File: src/rtl/ctrl_seq.sv
// ctrl_seq: 8-beat micro-sequencer for the bus CPU. It decodes IR at T2/T3 and drives
// registered one-hot register-file and bus enables, with RAM wait states and a sticky HALT/fault.
module ctrl_seq #(
  parameter int DW     = 16,
  parameter int NREG   = 4,
  parameter int SP_IDX = 3
) (
  input  logic            clk,
  input  logic            reset,
  input  logic            run_i,
  input  logic [DW-1:0]   cmd_i,
  input  logic [DW-1:0]   acc_i,
  input  logic            mem_rdy_i,
  output logic [2:0]      beat_o,
  output logic [NREG-1:0] idr_o,
  output logic [NREG-1:0] edr_o,
  output logic            iir_o,
  output logic            eir_o,
  output logic            imar_o,
  output logic            emar_o,
  output logic            iaddr_o,
  output logic            iram_o,
  output logic            eram_o,
  output logic            ialu_o,
  output logic            ealu_o,
  output logic            ipc_o,
  output logic            epc_o,
  output logic            sp_inc_o,
  output logic            sp_dec_o,
  output logic            halt_o,
  output logic            illegal_o
);

  localparam logic [4:0] OP_NOP  = 5'd0;
  localparam logic [4:0] OP_LD   = 5'd1;
  localparam logic [4:0] OP_LN   = 5'd2;
  localparam logic [4:0] OP_CP   = 5'd3;
  localparam logic [4:0] OP_ST   = 5'd4;
  localparam logic [4:0] OP_SHL  = 5'd5;
  localparam logic [4:0] OP_ADD  = 5'd6;
  localparam logic [4:0] OP_SUB  = 5'd7;
  localparam logic [4:0] OP_JZ   = 5'd8;
  localparam logic [4:0] OP_JB   = 5'd9;
  localparam logic [4:0] OP_JMP  = 5'd10;
  localparam logic [4:0] OP_XOR  = 5'd11;
  localparam logic [4:0] OP_OR   = 5'd12;
  localparam logic [4:0] OP_AND  = 5'd13;
  localparam logic [4:0] OP_SHR  = 5'd14;
  localparam logic [4:0] OP_NOT  = 5'd15;
  localparam logic [4:0] OP_PUSH = 5'd16;
  localparam logic [4:0] OP_POP  = 5'd17;
  localparam logic [4:0] OP_HALT = 5'd18;

  // Sequencer state
  logic [2:0]      beat_q, beat_d;
  logic [4:0]      op_q, op_d;
  logic [2:0]      dst_q, dst_d;
  logic [2:0]      src_q, src_d;
  logic            taken_q, taken_d;
  logic            halt_q, halt_d;
  logic            illegal_q, illegal_d;

  // Registered enables
  logic [NREG-1:0] idr_q, idr_d;
  logic [NREG-1:0] edr_q, edr_d;
  logic            iir_q, iir_d;
  logic            eir_q, eir_d;
  logic            imar_q, imar_d;
  logic            emar_q, emar_d;
  logic            iaddr_q, iaddr_d;
  logic            iram_q, iram_d;
  logic            eram_q, eram_d;
  logic            ialu_q, ialu_d;
  logic            ealu_q, ealu_d;
  logic            ipc_q, ipc_d;
  logic            epc_q, epc_d;
  logic            sp_inc_q, sp_inc_d;
  logic            sp_dec_q, sp_dec_d;

  // Decode of the captured instruction
  logic [NREG-1:0] dst_oh, src_oh, sp_oh;
  logic            is_alu, is_jump, jump_taken;
  logic            dst_reg_ok, src_reg_ok, alu_dst_ok;
  logic            field_bad, op_bad, fault, stop_op;
  logic            stall, advance;
  logic            unused_cmd_bits;

  assign unused_cmd_bits = ^cmd_i[DW-6:3];

  generate
    for (genvar gi = 0; gi < NREG; gi++) begin : g_onehot
      assign dst_oh[gi] = (dst_q == 3'(gi + 1));
      assign src_oh[gi] = (src_q == 3'(gi + 1));
      assign sp_oh[gi]  = (gi + 1 == SP_IDX);
    end
  endgenerate

  assign is_alu = (op_q == OP_SHL) || (op_q == OP_ADD) || (op_q == OP_SUB) ||
                  (op_q == OP_XOR) || (op_q == OP_OR)  || (op_q == OP_AND) ||
                  (op_q == OP_SHR) || (op_q == OP_NOT);
  assign is_jump = (op_q == OP_JZ) || (op_q == OP_JB) || (op_q == OP_JMP);
  assign jump_taken = (op_q == OP_JMP) ||
                      ((op_q == OP_JZ) && (acc_i == '0)) ||
                      ((op_q == OP_JB) && acc_i[DW-1]);

  assign dst_reg_ok = (dst_q != 3'd0) && (int'(dst_q) <= NREG);
  assign src_reg_ok = (src_q != 3'd0) && (int'(src_q) <= NREG);
  assign alu_dst_ok = (int'(dst_q) <= NREG);

  // CP onto itself would raise idr and edr of one register together, so it is a fault too.
  always_comb begin
    field_bad = 1'b0;
    case (op_q)
      OP_NOP, OP_HALT, OP_JZ, OP_JB, OP_JMP: field_bad = 1'b0;
      OP_LD, OP_LN, OP_ST, OP_PUSH, OP_POP:  field_bad = !dst_reg_ok;
      OP_CP:   field_bad = !dst_reg_ok || !src_reg_ok || (dst_q == src_q);
      default: field_bad = is_alu && !alu_dst_ok;
    endcase
  end

  assign op_bad  = (op_q > OP_HALT);
  assign fault   = op_bad || field_bad;
  assign stop_op = fault || (op_q == OP_HALT);

  // State register
  always_ff @(posedge clk or negedge reset) begin
    if (!reset) begin
      beat_q    <= 3'd0;
      op_q      <= 5'd0;
      dst_q     <= 3'd0;
      src_q     <= 3'd0;
      taken_q   <= 1'b0;
      halt_q    <= 1'b0;
      illegal_q <= 1'b0;
      idr_q     <= '0;
      edr_q     <= '0;
      iir_q     <= 1'b0;
      eir_q     <= 1'b0;
      imar_q    <= 1'b0;
      emar_q    <= 1'b0;
      iaddr_q   <= 1'b0;
      iram_q    <= 1'b0;
      eram_q    <= 1'b0;
      ialu_q    <= 1'b0;
      ealu_q    <= 1'b0;
      ipc_q     <= 1'b0;
      epc_q     <= 1'b0;
      sp_inc_q  <= 1'b0;
      sp_dec_q  <= 1'b0;
    end else begin
      beat_q    <= beat_d;
      op_q      <= op_d;
      dst_q     <= dst_d;
      src_q     <= src_d;
      taken_q   <= taken_d;
      halt_q    <= halt_d;
      illegal_q <= illegal_d;
      idr_q     <= idr_d;
      edr_q     <= edr_d;
      iir_q     <= iir_d;
      eir_q     <= eir_d;
      imar_q    <= imar_d;
      emar_q    <= emar_d;
      iaddr_q   <= iaddr_d;
      iram_q    <= iram_d;
      eram_q    <= eram_d;
      ialu_q    <= ialu_d;
      ealu_q    <= ealu_d;
      ipc_q     <= ipc_d;
      epc_q     <= epc_d;
      sp_inc_q  <= sp_inc_d;
      sp_dec_q  <= sp_dec_d;
    end
  end

  // Next-state logic: a RAM beat waiting on mem_rdy freezes the whole sequencer.
  assign stall   = (iram_q || eram_q) && !mem_rdy_i;
  assign advance = !halt_q && !stall && !((beat_q == 3'd0) && !run_i);

  always_comb begin
    beat_d    = beat_q;
    op_d      = op_q;
    dst_d     = dst_q;
    src_d     = src_q;
    taken_d   = taken_q;
    halt_d    = halt_q;
    illegal_d = illegal_q;
    if (advance) begin
      beat_d = beat_q + 3'd1;
      if (beat_q == 3'd1) begin
        op_d  = cmd_i[DW-1:DW-5];
        dst_d = cmd_i[10:8];
        src_d = cmd_i[2:0];
      end
      if (beat_q == 3'd2) begin
        taken_d   = jump_taken;
        halt_d    = stop_op;
        illegal_d = fault;
      end
    end
  end

  // Output logic: enables for the beat being entered; all hold while not advancing.
  always_comb begin
    idr_d    = idr_q;
    edr_d    = edr_q;
    iir_d    = iir_q;
    eir_d    = eir_q;
    imar_d   = imar_q;
    emar_d   = emar_q;
    iaddr_d  = iaddr_q;
    iram_d   = iram_q;
    eram_d   = eram_q;
    ialu_d   = ialu_q;
    ealu_d   = ealu_q;
    ipc_d    = ipc_q;
    epc_d    = epc_q;
    sp_inc_d = sp_inc_q;
    sp_dec_d = sp_dec_q;
    if (advance) begin
      idr_d    = '0;
      edr_d    = '0;
      iir_d    = 1'b0;
      eir_d    = 1'b0;
      imar_d   = 1'b0;
      emar_d   = 1'b0;
      iaddr_d  = 1'b0;
      iram_d   = 1'b0;
      eram_d   = 1'b0;
      ialu_d   = 1'b0;
      ealu_d   = 1'b0;
      ipc_d    = 1'b0;
      epc_d    = 1'b0;
      sp_inc_d = 1'b0;
      sp_dec_d = 1'b0;
      case (beat_d)
        3'd1: iir_d = 1'b1;
        3'd2: begin
          eir_d  = 1'b1;
          imar_d = 1'b1;
        end
        3'd3: begin
          if (!stop_op) begin
            case (op_q)
              OP_LD, OP_ST: begin
                emar_d  = 1'b1;
                iaddr_d = 1'b1;
              end
              OP_LN: begin
                emar_d = 1'b1;
                idr_d  = dst_oh;
              end
              OP_CP: begin
                idr_d = dst_oh;
                edr_d = src_oh;
              end
              OP_JZ, OP_JB, OP_JMP: begin
                emar_d = jump_taken;
                epc_d  = jump_taken;
              end
              OP_PUSH: begin
                edr_d   = sp_oh;
                iaddr_d = 1'b1;
              end
              OP_POP: sp_inc_d = 1'b1;
              default: begin
                if (is_alu) begin
                  ialu_d = 1'b1;
                  if (dst_q == 3'd0) emar_d = 1'b1;
                  else               edr_d  = dst_oh;
                end
              end
            endcase
          end
        end
        3'd4: begin
          case (op_q)
            OP_LD: begin
              eram_d = 1'b1;
              idr_d  = dst_oh;
            end
            OP_ST, OP_PUSH: begin
              iram_d = 1'b1;
              edr_d  = dst_oh;
            end
            OP_POP: begin
              edr_d   = sp_oh;
              iaddr_d = 1'b1;
            end
            default: ;
          endcase
        end
        3'd5: begin
          if (is_alu) begin
            ealu_d = 1'b1;
            idr_d  = NREG'(1);
          end else if (op_q == OP_PUSH) begin
            sp_dec_d = 1'b1;
          end else if (op_q == OP_POP) begin
            eram_d = 1'b1;
            idr_d  = dst_oh;
          end
        end
        3'd7: ipc_d = !(is_jump && taken_q);
        default: ;
      endcase
    end
  end

  assign beat_o    = beat_q;
  assign idr_o     = idr_q;
  assign edr_o     = edr_q;
  assign iir_o     = iir_q;
  assign eir_o     = eir_q;
  assign imar_o    = imar_q;
  assign emar_o    = emar_q;
  assign iaddr_o   = iaddr_q;
  assign iram_o    = iram_q;
  assign eram_o    = eram_q;
  assign ialu_o    = ialu_q;
  assign ealu_o    = ealu_q;
  assign ipc_o     = ipc_q;
  assign epc_o     = epc_q;
  assign sp_inc_o  = sp_inc_q;
  assign sp_dec_o  = sp_dec_q;
  assign halt_o    = halt_q;
  assign illegal_o = illegal_q;

endmodule

File: config.mk
export PLATFORM = sky130hd
export DESIGN_NAME = ctrl_seq
export DESIGN_NICKNAME = d
export VERILOG_FILES = /design/src/rtl/ctrl_seq.sv
export SDC_FILE = /design/constraint.sdc
export NUM_CORES = 1
export LEC_CHECK = 0
export CORE_AREA = 2 2 75 95
export DETAILED_ROUTE_END_ITERATION = 16
export DIE_AREA = 0 0 77 97
export GPL_ROUTABILITY_DRIVEN = 1
export PLACE_DENSITY_LB_ADDON = 0.25
export SLEW_MARGIN = 20
export SYNTH_ARGS = -nofsm -noshare
export SYNTH_HDL_FRONTEND = slang
export SYNTH_SLANG_ARGS = --single-unit
export TNS_END_PERCENT = 1
File: constraint.sdc
create_clock -name clk -period 2.3 [get_ports clk]
set_input_delay 0.46 -clock clk [delete_from_list [all_inputs] [get_ports clk]]
set_output_delay 0.46 -clock clk [all_outputs]
set_load 0.01 [all_outputs]
Word level (Yosys, flattened, before mapping)
Cells that the tools add are included.

word-level totals
  input port bits = 36
  output and inout bits = 26
  logic and storage cells = 159
  register bits after elaboration = 37

cells by class
  $add $sub $neg = 1
  order comparisons = 3
  reductions and logical operators = 53
  muxes and demuxes = 46
  equality and inequality tests = 35

operators with widths
  kind                count
  $eq 5x4->1 const B  8
  $mux 4              9
  $mux 1              28
  $pmux 4 s3          2
  $eq 3x2->1 const B  7
  $eq 5x3->1 const B  4
  $logic_not 16->1    1
  $logic_or 1x1->1    16
  $pmux 4 s2          2
  $eq 3x3->1 const B  5
  $eq 5x5->1 const B  3
  $eq 3x1->1 const B  4
  $reduce_or 3->1     4
  $eq 5x2->1 const B  2
  $logic_and 1x1->1   10
  $reduce_or 5->1     2
  $logic_not 1->1     9
  $reduce_or 9->1     1
  $reduce_or 7->1     1
  $le 3x3->1 const B  2
  $logic_not 3->1     2
  $pmux 1 s3          2
  $reduce_bool 3->1   2
  $eq 5x1->1 const B  1
  other kinds (8)     11

Logic depth before layout (Yosys ltp)
Gate-level depths: netlist of the first run.

  depth in word-level cells = 14
  mapped depth = 10
  gate-level depth less buffers = 8

Least setup slack after synthesis of the first run
OpenSTA, ideal clock, no wires.

  path type = reg-to-reg
  start = register beat_q[0], in the netlist beat_o[0]
  end = register iaddr_q, in the netlist iaddr_o
  library setup time = 64 ps
  period minus slack after synthesis = 2363 ps
  arrival = 2299 ps
  cell stages (with the launch flop) = 11
  buffers on the path = 2
  slack = -63 ps
  data required time = 2236 ps
  path through = dfrtp_1 -> buf_2 -> inv_1 -> ha_1 -> nor3b_1 -> or3_1 -> buf_6 -> nor3_4 -> a41oi_2 -> a2111oi_2 -> a211o_1

on the way
  cells in the longest elaborated chain, start to end = 7
  elaborated cells on any way between the ends = 9
  classes of those cells = 1 x add/sub; 2 x eq/ne; 2 x mux; 4 x reduce/logical

ends and longest elaborated chain
  item                                                 RTL line  RTL
  start: declaration                                   55        logic [2:0] beat_q, beat_d;
  start signal: assignment                             151       beat_q <= beat_d;
  branches (longest 7 deep; another with $add 3x1->3)  -
  end signal: assignment                               164       iaddr_q <= iaddr_d;
  end: declaration                                     70        logic iaddr_q, iaddr_d;

Several ways; the timed one is not identified.
A chain may end at the register's enable or synchronous reset.

Final worst setup path of the first run
  start = input mem_rdy_i
  end = register iaddr_q, in the netlist iaddr_o

on the way
  cells in the longest elaborated chain, start to end = 8
  elaborated cells on any way between the ends = 9
  classes of those cells = 2 x eq/ne; 2 x mux; 5 x reduce/logical

ends and longest elaborated chain
  item                                      RTL line  RTL
  start: declaration                        13        input logic mem_rdy_i,
  $logic_not 1->1 (*)                       177       assign stall = (iram_q || eram_q) && !mem_rdy_i;
  $logic_and 1x1->1 (*)                     177
  $logic_not 1->1 (*)                       178       assign advance = !halt_q && !stall && !((beat_q == 3'd0) && !run_i);
  $logic_and 1x1->1 (*) (2 in series)       178
  $mux 3                                    188       if (advance) begin
  $eq 3x3->1 or $eq 3x2->1 (tied branches)  236       case (beat_d)
  $pmux 1 s2                                236

Every way passes the cells marked *; elsewhere a longest branch is shown, timed or not.

==> results of run 1 <==
==> flip-flops by register name, summed over array words and instances, names as in the netlist <==
register	cells
op_q	5
edr_o	4
idr_o	4
beat_o	3
dst_q	3
src_q	3
ealu_o	1
emar_o	1
epc_o	1
eram_o	1
halt_o	1
iaddr_o	1
ialu_o	1
iir_o	1
illegal_o	1
imar_o	1
ipc_o	1
iram_o	1
sp_dec_o	1
sp_inc_o	1
taken_q	1
==> area by class of cell <==
type                       count  area (um2)
clock buffer                   5        68.8
timing repair buffer          85         786
sequential                    37         926
tap                           87         109
clock inverter                 3        68.8
fill                         665        3290
inverter                      14        52.6
multi-input combinational    175        1230
==> synth_stat cells (3+ instances only) <==
cell type / n / area share, %
a21o_1: 3 / 1.0
a21oi_1: 4 / 0.89
buf_2: 6 / 1.3
clkbuf_1: 5 / 0.83
dfrtp_1: 37 / 41
ha_1: 8 / 4.4
inv_1: 14 / 2.3
mux2_2: 13 / 6.5
nand2_1: 28 / 4.7
nand2b_1: 3 / 0.83
nand3_1: 8 / 1.8
nor2_1: 13 / 2.2
nor3_1: 10 / 2.2
nor4_1: 6 / 1.7
o21ai_0: 16 / 3.5
o221ai_1: 3 / 1.2
o31ai_1: 3 / 1.0
xnor2_1: 5 / 1.9
xor2_1: 3 / 1.2
==> power by group <==
part / total, uW / internal [uW] / switching [uW] / leakage [uW]
combinational: 2420 / 1160 / 1250 / 0.000812
clock: 681 / 437 / 244 / 0.0000687
sequential: 1040 / 857 / 186 / 0.000481
==> cells in the final DEF, fill, tap and decap left out, types with 2 or more instances in the layout <==
cell and instances:
o21a_1 2, mux2_2 13, o31ai_1 3, o221ai_1 3, xor2_1 3, nor3_1 10, xnor2_1 5, inv_1 14
a311oi_1 2, and2_1 2, nand2_1 28, ha_1 8, bufinv_16 2, nand4_1 2, a22o_1 2, clkbuf_8 5
dfrtp_1 37, and3_1 2, o21ai_0 16, nor3b_1 2, a31oi_1 2, and4b_1 2, a21oi_1 3, nor2_1 13
buf_4 28, a21o_1 3, nand3_1 8, clkdlybuf4s50_1 55, nor4_1 6, o41ai_1 2, nand2b_1 3, o21bai_1 2
==> critical path: cells and delay by family <==
kind	cells	cell delay [ns]
AO/OA/AOI/OAI	5	1.22
buffers and inverters	1	0.44
AND/OR/NAND/NOR	1	0.28
==> metrics by stage <==
step	area (um2)	setup TNS [ns]
2_1_floorplan	2260	0
3_3_place_gp	3080	-1.31
3_5_place_dp	3080	-1.88
4_1_cts	3220	0
5_1_grt	3240	0
6_report	3240	0
==> logic make-up after synthesis <==
family / Yosys count / share of synthesized area (%)
multiplexers: 14 / 6.93
adder cells (fa/ha/maj): 8 / 4.43
flip-flops: 37 / 41.0
AO/OA/AOI/OAI: 55 / 18.1
AND/OR/NAND/NOR: 90 / 21.0
buffers and inverters: 28 / 5.48
XOR/XNOR: 8 / 3.10
==> routing by layer <==
| layer | part of all wire, % | global-route usage (%) | vias to the layer above |
|---|---|---|---|
| li1 | - | - | 1022 |
| met1 | 43 | 19.4 | 1000 |
| met2 | 52 | 29.0 | 40 |
| met3 | 3.5 | 2.80 | 9 |
| met4 | 1.6 | 4.95 | 0 |
| met5 | 0 | 0 | - |
==> repair_timing <==
item                       4_1_cts  5_1_grt
setup endpoints to repair        0        6
resized for setup                0        4
hold buffers                     0        0
buffers inserted                 0        0
==> worst max path at each step <==
stage | slack (ns) | startpoint | to | depth (start not counted)
after floorplan | 0.006 | beat_o[0] | iaddr_o | 10
after global placement | -0.11 | mem_rdy_i | iaddr_o | 7
after detailed placement | -0.18 | mem_rdy_i | ialu_o | 7
after CTS | 0.05 | beat_o[0] | iaddr_o | 8
after global routing | 0.01 | dst_q[1] | edr_o[3] | 8
final | 0.12 | mem_rdy_i | iaddr_o | 7
==> summary.md, run 1 <==
| Metric | Value |
|---|---|
| Outcome | `finished clean` |
| Mapped cell area | `2260 um2` |
| Worst Path Class, Setup | `primary input to register` |
| R2r endpoint | `iaddr_o` |
| Unrepaired setup endpoints after global routing | `false` |
| Hold slack | `0.259 ns` |
| Max Cap Viol | `0` |
| Reg-to-reg setup timing slack | `0.16 ns` |
| Util after Layout | `49.6%` |
| Core Area | `6520 um2` |
| DP Worst Slack | `-0.175 ns` |
| Fin nets | `362` |
| TritonCTS clock tree | `built` |
| Worst Tran Pin Value | `0.814 ns` |
| Critical Path Fanout Max | `3` |
| Critical Path RT | `2.53 ns` |
| Tmin final | `2.18 ns` |
| Synth cell types | `59` |
| Worst Slack Setup Final | `0.122 ns` |
| Avg Inst Size Synth | `9.41 um2` |
| Die Width | `77 um` |
| Crit end category | `register` |
| Drc violations | `0` |
| Leakage | `0.00136 uW` |
| First-pass GRT wire length | `9.88 mm` |
| Clk slew on worst S/H paths | `0.08 ns` |
| Reg-to-Reg Start | `beat_o[0]` |
| # diodes | `0` |
| Sink Count | `37` |
| Syn nets | `284` |
| Cell row count | `33` |
| DRT Pass-1 Iters | `4` |
| Sequential cell area fraction in the yosys report | `41.0%` |
| Area Growth Syn to Fin | `43.3%` |
| Non-Filler Instances | `406` |
| Number of flops mapped to enable cells by yosys | `0` |
| GR Util All Layers | `16.1%` |
| R2R depth | `8` |
| Cts bufs inserted | `5` |
| FMAX | `459 MHz` |
| Gpl congestion | `0.864` |
| DP Cell Count | `398` |
| Ports | `62` |
| Asr flop ratio synth | `100%` |
| Grt ovf | `0` |
| Final hold violation count | `0` |
| Setup violators final | `0` |
| Post-DR vias/cell | `5.10` |
| Yosys reg bits | `37` |
| Total Wirelength | `5.68 mm` |
| Number of global-route vias before repair | `2135` |
| CTS root buf | `clkbuf_8` |
| Vias | `2071` |
| Die ar. | `7470 um2` |
| CP max-delay cell | `clkdlybuf4s50_1` |
| Final Power | `4140 uW` |
| Initial Utilization | `34.6%` |
| Max IR drop VDD | `0.698 mV` |
| Final clock period utilization by the worst path | `94.7%` |
| Synth Instances | `240` |
| Critical Path Source Type | `primary input` |
| H-tree levels | `2` |
| Clock tree buffer depth | `2` |
| DRT iter0 DRCs | `84` |
| Clock Skew | `0.0120 ns` |
| Die Y | `97 um` |
| Skew-Pair Late Insertion Delay | `0.29 ns` |
| HP Class | `primary input to asynchronous set/reset pin` |
| Detail Placement HPWL | `4.41 mm` |
| Power per cell area | `1280 nW/um2` |
| Dominant synthesized flop cell | `dfrtp_1` |
| Pins Over Slew Limit | `0` |
| Slew headroom | `45.7%` |
| Routed Antenna Nets | `0` |
| CP cell instances | `clkdlybuf4s50_1 -> o21ba_2 -> or2_2 -> o21ai_0 -> a41oi_2 -> a2111oi_2 -> a211o_1` |
| Critical Path Max Stage Delay | `0.44 ns` |
| Largest net degree at the start of global routing | `38` |
| Arr. time, crit path | `2.41 ns` |
| # port buffers | `56` |
| Ys Warns | `0` |
| Wirelength per Cell | `14.0 um` |
| Layout cells sized above 1 | `19.4%` |
| Initial antenna violation count | `0` |
Note: power is estimated with default switching activity, not from simulation.
==> run 2: changes to the inputs <==
--- a/config.mk
+++ b/config.mk
@@ -10,7 +10,6 @@
 export DIE_AREA = 0 0 77 97
 export GPL_ROUTABILITY_DRIVEN = 1
 export PLACE_DENSITY_LB_ADDON = 0.25
-export SLEW_MARGIN = 20
 export SYNTH_ARGS = -nofsm -noshare
 export SYNTH_HDL_FRONTEND = slang
 export SYNTH_SLANG_ARGS = --single-unit
==> results of run 2 <==
Final layout, timing and power as in run 1 (identical DEF).
==> run 3: changes to the inputs <==
--- a/config.mk
+++ b/config.mk
@@ -9,6 +9,7 @@
 export DETAILED_ROUTE_END_ITERATION = 16
 export DIE_AREA = 0 0 77 97
 export GPL_ROUTABILITY_DRIVEN = 1
+export HOLD_SLACK_MARGIN = 0.12
 export PLACE_DENSITY_LB_ADDON = 0.25
 export SYNTH_ARGS = -nofsm -noshare
 export SYNTH_HDL_FRONTEND = slang
==> constraint.sdc (replaced) <==
create_clock -name clk -period 2.5 [get_ports clk]
set_input_delay 0.5 -clock clk [delete_from_list [all_inputs] [get_ports clk]]
set_output_delay 0.5 -clock clk [all_outputs]
set_load 0.01 [all_outputs]
==> run 3 against run 2 <==
Critical path depth increased by 1. Non-clock buffer count decreased by 9. First-iteration DRC count decreased by 14%. Count of clock-buffer cells in the layout increased by 1. Global-route usage increased by 0.062 points. Sequential share of layout area increased by 1.2 points. Via count decreased by 1.5%. Die area unchanged. Final cell count decreased by 2.2%. Core utilization decreased by 1.9 points. Setup slack improved by 0.11 ns. Combinational power decreased by 16%. Critical path type is now register to register. Largest cell class unchanged.
==> summary.md, run 3 (same netlist as run 1, synthesis figures left out) <==
| Metric | Value |
|---|---|
| Critical Path Max Stage Delay | `0.51 ns` |
| Number of global-route vias before repair | `2115` |
| Largest net degree at the start of global routing | `38` |
| Die ar. | `7470 um2` |
| Tmin final | `2.26 ns` |
| GR Util All Layers | `16.2%` |
| Worst Tran Pin Value | `0.809 ns` |
| Routed Antenna Nets | `0` |
| Power per cell area | `1120 nW/um2` |
| Most common cell after layout, fill and taps aside | `clkdlybuf4s50_1` |
| Final hold violation count | `0` |
| Pins Over Slew Limit | `0` |
| Critical Path RT | `2.73 ns` |
| Clock power share | `12.6%` |
| TritonCTS clock tree | `built` |
| Detail Placement HPWL | `4.29 mm` |
| R2R depth | `8` |
| Sequential power share | `28.9%` |
| Max Cap Viol | `0` |
| Sw frac | `42.9%` |
| CP max-delay cell | `or3_1` |
| Vias | `2040` |
| # Post-CTS Setup Buffers | `0` |
| Clock tree buffer depth | `2` |
| Critical Path Source Type | `register` |
| Reg-to-Reg Start | `beat_o[0]` |
| Layout cells sized above 1 | `15.8%` |
| Worst Path Class, Setup | `register to register` |
| Post-DR vias/cell | `5.14` |
| Initial Utilization | `34.6%` |
| Arr. time, crit path | `2.50 ns` |
| FMAX | `442 MHz` |
| Net Sw Power | `1490 uW` |
| Gpl congestion | `0.834` |
| Drc violations | `0` |
| Clk slew on worst S/H paths | `0.08 ns` |
| # diodes | `0` |
| Setup tns final | `0 ns` |
| Ports | `62` |
| Comb power frac | `58.5%` |
| Wirelength per Cell | `13.9 um` |
| CTS root buf | `clkbuf_8` |
| Slew headroom | `46.1%` |
| Most frequent cells in the layout | `clkdlybuf4s50_1, dfrtp_1, nand2_1` |
| Crit end category | `register` |
| Largest register by flop count | `op_q` |
| Post_cts resized | `0` |
| # port buffers | `56` |
| HP Class | `primary input to asynchronous set/reset pin` |
| Setup violators final | `0` |
| Critical Path Fanout Max | `7` |
| DRT iter0 DRCs | `72` |
| Cts bufs inserted | `5` |
| CP cell instances | `inv_1 -> ha_1 -> nor3b_1 -> or3_1 -> nor3_4 -> a41oi_2 -> a2111oi_2 -> a211o_1` |
| Grt ovf | `0` |
| Initial antenna violation count | `0` |
| R2r endpoint | `iaddr_o` |
| Placed inst area | `3010 um2` |
| Clock Skew | `0.0126 ns` |
| Post-route cell area | `3110 um2` |
| First-pass GRT wire length | `9.82 mm` |
| Max IR drop VDD | `0.518 mV` |
| Hold-fix buffer count after cts | `0` |
| Number of flip-flops under the largest register name | `5` |
| Total Wirelength | `5.53 mm` |
| Power Internal | `1990 uW` |
| H-tree levels | `2` |
| Area Growth Syn to Fin | `37.7%` |
| Die Y | `97 um` |
| Final clock period utilization by the worst path | `90.6%` |
| Die Width | `77 um` |
| DRT Pass-1 Iters | `5` |
| Cell row count | `33` |
| Core Area | `6520 um2` |
| Sink Count | `37` |
| Reg-to-reg setup timing slack | `0.24 ns` |
| Unrepaired setup endpoints after global routing | `false` |
| Fin nets | `353` |
| Fill cell count | `665` |
| Leakage | `0.00130 uW` |
| Outcome | `finished clean` |
| Skew-Pair Late Insertion Delay | `0.30 ns` |
==> run 3: cell types whose count changed in the layout (fill, tap and decap cells not counted), sizes merged <==
cell / change
inv: -1
clkinv: +2
buf: -9
bufinv: -2
clkbuf: +1
==> run 3: final cells by class <==
type / instances / area [um2] / share of cell area [%]
Clock buffer: 6 / 82.6 / 2.65
Tap cell: 87 / 109 / 3.50
Sequential cell: 37 / 926 / 29.8
Inverter: 14 / 52.6 / 1.69
Multi-Input combinational cell: 175 / 1210 / 38.9
Timing Repair Buffer: 76 / 718 / 23.1
Clock inverter: 2 / 13.8 / 0.442
==> run 3: metrics by stage <==
step | total power [uW] | setup slack [ns] | cells | hold slack, ns | utilization [%]
6_report | 3490 | 0.235 | 397 | 0.291 | 47.7
4_1_cts | 3520 | 0.241 | 397 | 0.317 | 47.7
2_1_floorplan | 2320 | 0.137 | 240 | 0.204 | -
3_3_place_gp | 3040 | 0.00808 | 389 | 0.460 | 46.2
5_1_grt | 3820 | 0.0340 | 397 | 0.355 | 47.7
3_5_place_dp | 3070 | 0.00860 | 389 | 0.468 | 46.2
==> run 3: per-layer routing <==
layer	vias up	share of wire (%)	track usage, %
li1	1008	-	-
met3	12	3.3	2.80
met5	-	0	0
met1	977	41	19.1
met4	0	2.1	6.73
met2	43	53	28.7
==> run 3: power groups by stage <==
stage	sequential, uW	clock, uW	combinational [uW]
2_1_floorplan	992	0	1330
3_3_place_gp	1020	0	2020
3_5_place_dp	1020	0	2040
4_1_cts	1010	452	2050
5_1_grt	1060	477	2280
6_report	1010	439	2040
==> run 3: worst max-delay path by stage <==
stage          slack, ns  endpoint      start  cells after the start
5_1_grt             0.03  idr_o[2]   dst_q[1]                      8
4_1_cts             0.24   iaddr_o  beat_o[0]                      8
2_1_floorplan       0.14   iaddr_o  beat_o[0]                     10
3_5_place_dp       0.009   iaddr_o  mem_rdy_i                      7
3_3_place_gp       0.008   iaddr_o  mem_rdy_i                      7
6_report            0.24   iaddr_o  beat_o[0]                      8
==> run 3: worst max-delay path, delay by kind of cell (launching register included) <==
| kind | cells | cell delay [ns] |
|---|---|---|
| adders and majority gates | 1 | 0.21 |
| and+or+nand+nor | 3 | 0.92 |
| AOI/OAI and AO/OA | 3 | 0.64 |
| buffers and inverters | 1 | 0.09 |
| DFF | 1 | 0.34 |
